[src/rtl/alu_issue.sv]
// alu_issue: decodes an RV32I op into ALU operands and an ALU control code,
// then holds the result in a 2-entry in-order skid buffer. The ALU side is
// fed only from registers, and in_ready is computed only from buffer
// occupancy.
module alu_issue #(
  parameter int TAG_W = 5
) (
  input  logic             clk,
  input  logic             rst,
  input  logic             flush,
  input  logic             in_valid,
  output logic             in_ready,
  input  logic [6:0]       in_opcode,
  input  logic [2:0]       in_funct3,
  input  logic [6:0]       in_funct7,
  input  logic [31:0]      in_rs1_val,
  input  logic [31:0]      in_rs2_val,
  input  logic [31:0]      in_imm,
  input  logic [31:0]      in_pc,
  input  logic [TAG_W-1:0] in_tag,
  output logic             out_valid,
  input  logic             out_ready,
  output logic [31:0]      out_a,
  output logic [31:0]      out_b,
  output logic [3:0]       out_alu_control,
  output logic             out_illegal,
  output logic [TAG_W-1:0] out_tag
);

  localparam logic [3:0] ALU_ADD  = 4'b0000;
  localparam logic [3:0] ALU_SUB  = 4'b0001;
  localparam logic [3:0] ALU_AND  = 4'b0010;
  localparam logic [3:0] ALU_OR   = 4'b0011;
  localparam logic [3:0] ALU_XOR  = 4'b0100;
  localparam logic [3:0] ALU_SLT  = 4'b0101;
  localparam logic [3:0] ALU_SLTU = 4'b0110;
  localparam logic [3:0] ALU_SLL  = 4'b0111;
  localparam logic [3:0] ALU_SRL  = 4'b1000;
  localparam logic [3:0] ALU_SRA  = 4'b1001;

  localparam logic [6:0] OP_R      = 7'b0110011;
  localparam logic [6:0] OP_I      = 7'b0010011;
  localparam logic [6:0] OP_LOAD   = 7'b0000011;
  localparam logic [6:0] OP_STORE  = 7'b0100011;
  localparam logic [6:0] OP_LUI    = 7'b0110111;
  localparam logic [6:0] OP_AUIPC  = 7'b0010111;
  localparam logic [6:0] OP_JAL    = 7'b1101111;
  localparam logic [6:0] OP_JALR   = 7'b1100111;
  localparam logic [6:0] OP_BRANCH = 7'b1100011;

  localparam logic [6:0] F7_BASE = 7'b0000000;
  localparam logic [6:0] F7_ALT  = 7'b0100000;

  // Buffer entry layout: {a, b, alu_control, illegal, tag}
  localparam int ENT_W = 32 + 32 + 4 + 1 + TAG_W;

  // Base funct3 mapping shared by the register and immediate ALU forms;
  // the 000 and 101 slots are overridden by funct7 where SUB/SRA apply.
  function automatic logic [3:0] f3_code(input logic [2:0] f3);
    logic [3:0] code;
    case (f3)
      3'b000:  code = ALU_ADD;
      3'b001:  code = ALU_SLL;
      3'b010:  code = ALU_SLT;
      3'b011:  code = ALU_SLTU;
      3'b100:  code = ALU_XOR;
      3'b101:  code = ALU_SRL;
      3'b110:  code = ALU_OR;
      3'b111:  code = ALU_AND;
      default: code = ALU_ADD;
    endcase
    return code;
  endfunction

  logic [31:0]      raw_a_s;
  logic [31:0]      raw_b_s;
  logic [3:0]       raw_code_s;
  logic             ill_s;
  logic [ENT_W-1:0] dec_s;
  logic [ENT_W-1:0] slot0_r;
  logic [ENT_W-1:0] slot1_r;
  logic [1:0]       count_r;
  logic             push_s;
  logic             pop_s;

  // Decode the offered op into raw operands, control code and legality.
  always_comb begin
    raw_a_s    = 32'd0;
    raw_b_s    = 32'd0;
    raw_code_s = ALU_ADD;
    ill_s      = 1'b0;
    case (in_opcode)
      OP_R: begin
        raw_a_s = in_rs1_val;
        raw_b_s = in_rs2_val;
        if (in_funct7 == F7_BASE) begin
          raw_code_s = f3_code(in_funct3);
        end else if (in_funct7 == F7_ALT && in_funct3 == 3'b000) begin
          raw_code_s = ALU_SUB;
        end else if (in_funct7 == F7_ALT && in_funct3 == 3'b101) begin
          raw_code_s = ALU_SRA;
        end else begin
          ill_s = 1'b1;
        end
      end
      OP_I: begin
        raw_a_s = in_rs1_val;
        raw_b_s = in_imm;
        if (in_funct3 == 3'b001) begin
          if (in_funct7 == F7_BASE) begin
            raw_code_s = ALU_SLL;
          end else begin
            ill_s = 1'b1;
          end
        end else if (in_funct3 == 3'b101) begin
          if (in_funct7 == F7_BASE) begin
            raw_code_s = ALU_SRL;
          end else if (in_funct7 == F7_ALT) begin
            raw_code_s = ALU_SRA;
          end else begin
            ill_s = 1'b1;
          end
        end else begin
          // funct7 bits are immediate bits here, so ADDI etc. ignore them
          raw_code_s = f3_code(in_funct3);
        end
      end
      OP_LOAD, OP_STORE: begin
        raw_a_s = in_rs1_val;
        raw_b_s = in_imm;
      end
      OP_LUI: begin
        raw_b_s = in_imm;
      end
      OP_AUIPC: begin
        raw_a_s = in_pc;
        raw_b_s = in_imm;
      end
      OP_JAL, OP_JALR: begin
        // ALU computes the link address pc+4
        raw_a_s = in_pc;
        raw_b_s = 32'd4;
      end
      OP_BRANCH: begin
        raw_a_s = in_rs1_val;
        raw_b_s = in_rs2_val;
        case (in_funct3)
          3'b000, 3'b001: raw_code_s = ALU_SUB;
          3'b100, 3'b101: raw_code_s = ALU_SLT;
          3'b110, 3'b111: raw_code_s = ALU_SLTU;
          default:        ill_s      = 1'b1;
        endcase
      end
      default: begin
        ill_s = 1'b1;
      end
    endcase
  end

  // Illegal ops travel as a zeroed ADD so that downstream sees harmless operands.
  always_comb begin
    if (ill_s) begin
      dec_s = {32'd0, 32'd0, ALU_ADD, 1'b1, in_tag};
    end else begin
      dec_s = {raw_a_s, raw_b_s, raw_code_s, 1'b0, in_tag};
    end
  end

  assign in_ready  = (count_r != 2'd2);
  assign out_valid = (count_r != 2'd0);
  assign push_s    = in_valid & in_ready & ~flush;
  assign pop_s     = out_valid & out_ready;

  assign {out_a, out_b, out_alu_control, out_illegal, out_tag} = slot0_r;

  // Skid-buffer state: slot0 is always the head, slot1 the second-oldest entry.
  always_ff @(posedge clk) begin
    if (rst) begin
      count_r <= 2'd0;
      slot0_r <= {ENT_W{1'b0}};
      slot1_r <= {ENT_W{1'b0}};
    end else if (flush) begin
      count_r <= 2'd0;
    end else begin
      case (count_r)
        2'd0: begin
          if (push_s) begin
            slot0_r <= dec_s;
            count_r <= 2'd1;
          end
        end
        2'd1: begin
          if (push_s && pop_s) begin
            slot0_r <= dec_s;
          end else if (push_s) begin
            slot1_r <= dec_s;
            count_r <= 2'd2;
          end else if (pop_s) begin
            count_r <= 2'd0;
          end
        end
        2'd2: begin
          if (pop_s) begin
            slot0_r <= slot1_r;
            count_r <= 2'd1;
          end
        end
        default: begin
          count_r <= 2'd0;
        end
      endcase
    end
  end

endmodule

[config.mk]
export PLATFORM = sky130hd
export DESIGN_NAME = alu_issue
export DESIGN_NICKNAME = d
export VERILOG_FILES = /design/src/rtl/alu_issue.sv
export SDC_FILE = /design/constraint.sdc
export NUM_CORES = 1
export LEC_CHECK = 0
export ABC_AREA = 1
export ABC_CLOCK_PERIOD_IN_PS = 2000
export CORE_MARGIN = 5
export CORE_UTILIZATION = 23
export DETAILED_ROUTE_END_ITERATION = 10
export PLACE_DENSITY = 0.44
export SYNTH_ARGS = -nofsm -noshare
export SYNTH_HDL_FRONTEND = slang
export SYNTH_SLANG_ARGS = --single-unit
[constraint.sdc]
create_clock -name clk -period 2 [get_ports clk]
set_clock_uncertainty 0.05 [all_clocks]
set_input_delay 0.4 -clock clk [delete_from_list [all_inputs] [get_ports clk]]
set_output_delay 0.4 -clock clk [all_outputs]
set_load 0.02 [all_outputs]
==> flow_summary.json <==
{
  "outcome": "complete, no violations",
  "ys_top_cells_by_area": "dfxtp_1 40%, nand2_1 14%, a21oi_1 13%",
  "clock_power_share_pct": 43.7,
  "intPower_uw": 5710,
  "dr.first_iter.drc_count": 537,
  "fin_cells": 1784,
  "syn_inst": 1074,
  "hold_violations": 0,
  "rrSetupSlack_ps": 250,
  "synth_cell_type_count": 30,
  "drive_above_1_share_pct": 17.8,
  "cts_buffer_depth": 2,
  "grt_util_met3_pct": 3.88,
  "grt_max_degree": 76,
  "core_um2": 32400,
  "cts_tree": "built",
  "yosysSeqAreaShare_pct": 40.0,
  "drt_pre_antenna_iters": 7,
  "core.rowCount": 66,
  "hold_depth": 2,
  "critPathMaxFanout": 8,
  "irDropWorstVdd_v": 0.000525,
  "drt-wirelength-per-cell_um": 15.7,
  "dpl-instance-area_um2": 10800,
  "clock-sinks": 150,
  "fillers": 3419,
  "viasPerCell": 4.43,
  "yosys.area.top_type_share_pct": 40.0,
  "start_util_pct": 23.2,
  "hold_path_class": "register to register",
  "stdcell_area_um2": 11900,
  "dieHeight_um": 191,
  "cts.reportedPaths.clkPinSlew_ps": 70,
  "r2r_start": "count_r[0]$_SDFFE_PP0P_",
  "boundaryPins": 231,
  "sw_frac_of_total_pct": 27.8,
  "syn_area_per_cell_um2": 6.99,
  "ctsHtreeMaxLevel": 4,
  "vias": 7905,
  "p_seq_share_pct": 40.0,
  "min_period_ps": 1960,
  "dieArea_um2": 36400,
  "r2r_cells": 11,
  "fmax_mhz": 510,
  "die_x_um": 191,
  "area_growth_pct": 58.2,
  "cts-buffers-inserted": 17,
  "grt_usage_pct": 14.6,
  "numPlacedInstances": 1736,
  "cp-start-kind": "primary input",
  "syn_nets": 1233,
  "worstSetupPathType": "primary input to register",
  "root_buffer": "clkbuf_16",
  "use_met1_pct": 21.1,
  "drt.antenna.violating_nets": 0,
  "cp-end-kind": "register",
  "grt-busiest-layer": "met2",
  "grt_pass1_vias": 7736,
  "yosysWarnings": 0,
  "final_cell_mix": "278 x nand2_1, 218 x clkdlybuf4s50_1, 187 x a21oi_1",
  "finalMaxSlewViolations": 0,
  "min_to": "slot1_r[7]$_SDFFE_PP0P_",
  "r2r_end": "slot0_r[73]$_SDFFE_PP0P_",
  "worst_pin_slew_ps": 543,
  "drt_wl_total_um": 27900,
  "place.gp.congestion": 0.800,
  "route.detailed.drc": 0,
  "hold_path_startpoint": "slot1_r[7]$_SDFFE_PP0P_",
  "arrival_ps": 2270,
  "ys_ff_latch": 150,
  "p_switching_uw": 2190,
  "grt_pass1_wl_um": 43100,
  "required_ps": 2310,
  "finalCritPeriodShare_pct": 98.0,
  "grt_overflow": 0,
  "place_hpwl_um": 18300,
  "portBuffers": 230,
  "hold_buffers": 0,
  "finalNetCount": 1487,
  "met2_usage_pct": 22.1,
  "total_power_uw": 7900,
  "clock_latency_ps": 420,
  "maxCapViolations": 0,
  "leakagePower_uw": 0.00465,
  "power.density_nw_per_um2": 665,
  "netlist.top_cell.by_area": "dfxtp_1",
  "mostFrequentLayoutCell": "nand2_1",
  "setup_viol": 0,
  "timing.slew.headroom_pct": 63.8,
  "comb_power_share_pct": 16.3,
  "grt_antenna_before_repair": 2,
  "synth_area_um2": 7510
}
==> how the worst max path moves through the flow <==
| stage | startpoint | endpoint | slack (ps) | depth (start not counted) |
|---|---|---|---|---|
| 2_1_floorplan | in_funct3[1] | slot1_r[19]$_SDFFE_PP0P_ | 220 | 12 |
| 3_3_place_gp | in_funct3[1] | slot0_r[18]$_SDFFE_PP0P_ | -480 | 12 |
| 3_5_place_dp | in_funct3[1] | slot0_r[43]$_SDFFE_PP0P_ | -510 | 13 |
| 4_1_cts | in_opcode[1] | slot0_r[62]$_SDFFE_PP0P_ | 5 | 13 |
| 6_report | in_funct7[2] | slot0_r[45]$_SDFFE_PP0P_ | 40 | 12 |
| 5_1_grt | in_funct7[2] | slot0_r[39]$_SDFFE_PP0P_ | -20 | 13 |
==> cells in the mapped netlist, drive strengths merged <==
cell	n
nand3	90
inv	27
a31oi	5
nor3	4
or2	1
nand2	304
clkbuf	48
a211oi	1
clkinv	1
o211ai	1
dfxtp	150
nand4	1
buf	41
a21oi	207
nor2	33
ha	4
o21ai	156
==> worst max-delay path, stage by stage <==
cell	delay, ps
clkdlybuf4s50_1	410
nor2_2	160
nand2_2	100
nor2_4	130
nand2_2	60
nand3_2	70
nand2_2	80
nor2_4	220
buf_12	180
bufbuf_16	260
nand3_2	60
a21oi_2	130
==> flip-flops by register name (all words and copies together) (netlist names) <==
register,cells
count_r,2
slot0_r,74
slot1_r,74
==> power groups by stage <==
stage / logic, uW / clock network, uW / registers [uW]
2_1_floorplan: 374 / 0 / 3330
5_1_grt: 1400 / 3700 / 3170
3_3_place_gp: 1220 / 0 / 3230
6_report: 1290 / 3460 / 3160
4_1_cts: 1260 / 3580 / 3160
3_5_place_dp: 1220 / 0 / 3230
==> kinds of logic (layout without fill, tap and decap cells) <==
group	count (synthesis)	after routing	share of synthesized area [%]
AOI/OAI and AO/OA	370	370	25.3
adders and majority gates	4	4	0.666
buffers and inverters	117	384	7.86
DFF	150	150	40.0
other	0	1	0
and+or+nand+nor	433	433	26.2
==> what timing repair did <==
| action | CTS | global route |
|---|---|---|
| endpoints found under the setup margin | 94 | 109 |
| gates resized for setup | 23 | 44 |
| setup buffers | 4 | 6 |
| pin swaps | 2 | 14 |
| cloned | 3 | 2 |
==> cell type report <==
type,count,area [um2],share of cell area (%)
Multi-Input combinational cell,807,4120,34.6
Inverter,28,108,0.906
Sequential cell,150,3000,25.3
Clock inverter,15,204,1.72
Antenna cell,1,2.50,0.0211
Tap cell,442,553,4.66
Clock buffer,17,425,3.58
Timing Repair Buffer,324,3470,29.2
==> metal layers <==
metal	routed length, um	share of wire, %
met1	13800	50
met2	12400	45
met3	1440	5.2
met4	205	0.73
met5	13	0.047
==> through the flow <==
stage	worst slack, ps	setup TNS, ps	utilization (%)	hold slack [ps]
4_1_cts	4.97	0	35.9	424
3_5_place_dp	-511	-60650	33.4	413
3_3_place_gp	-483	-57830	33.4	413
5_1_grt	-23.0	-99.9	36.7	458
6_report	40.7	0	36.7	426
2_1_floorplan	216	0	-	390
Note: power is estimated with default switching activity, not from simulation.
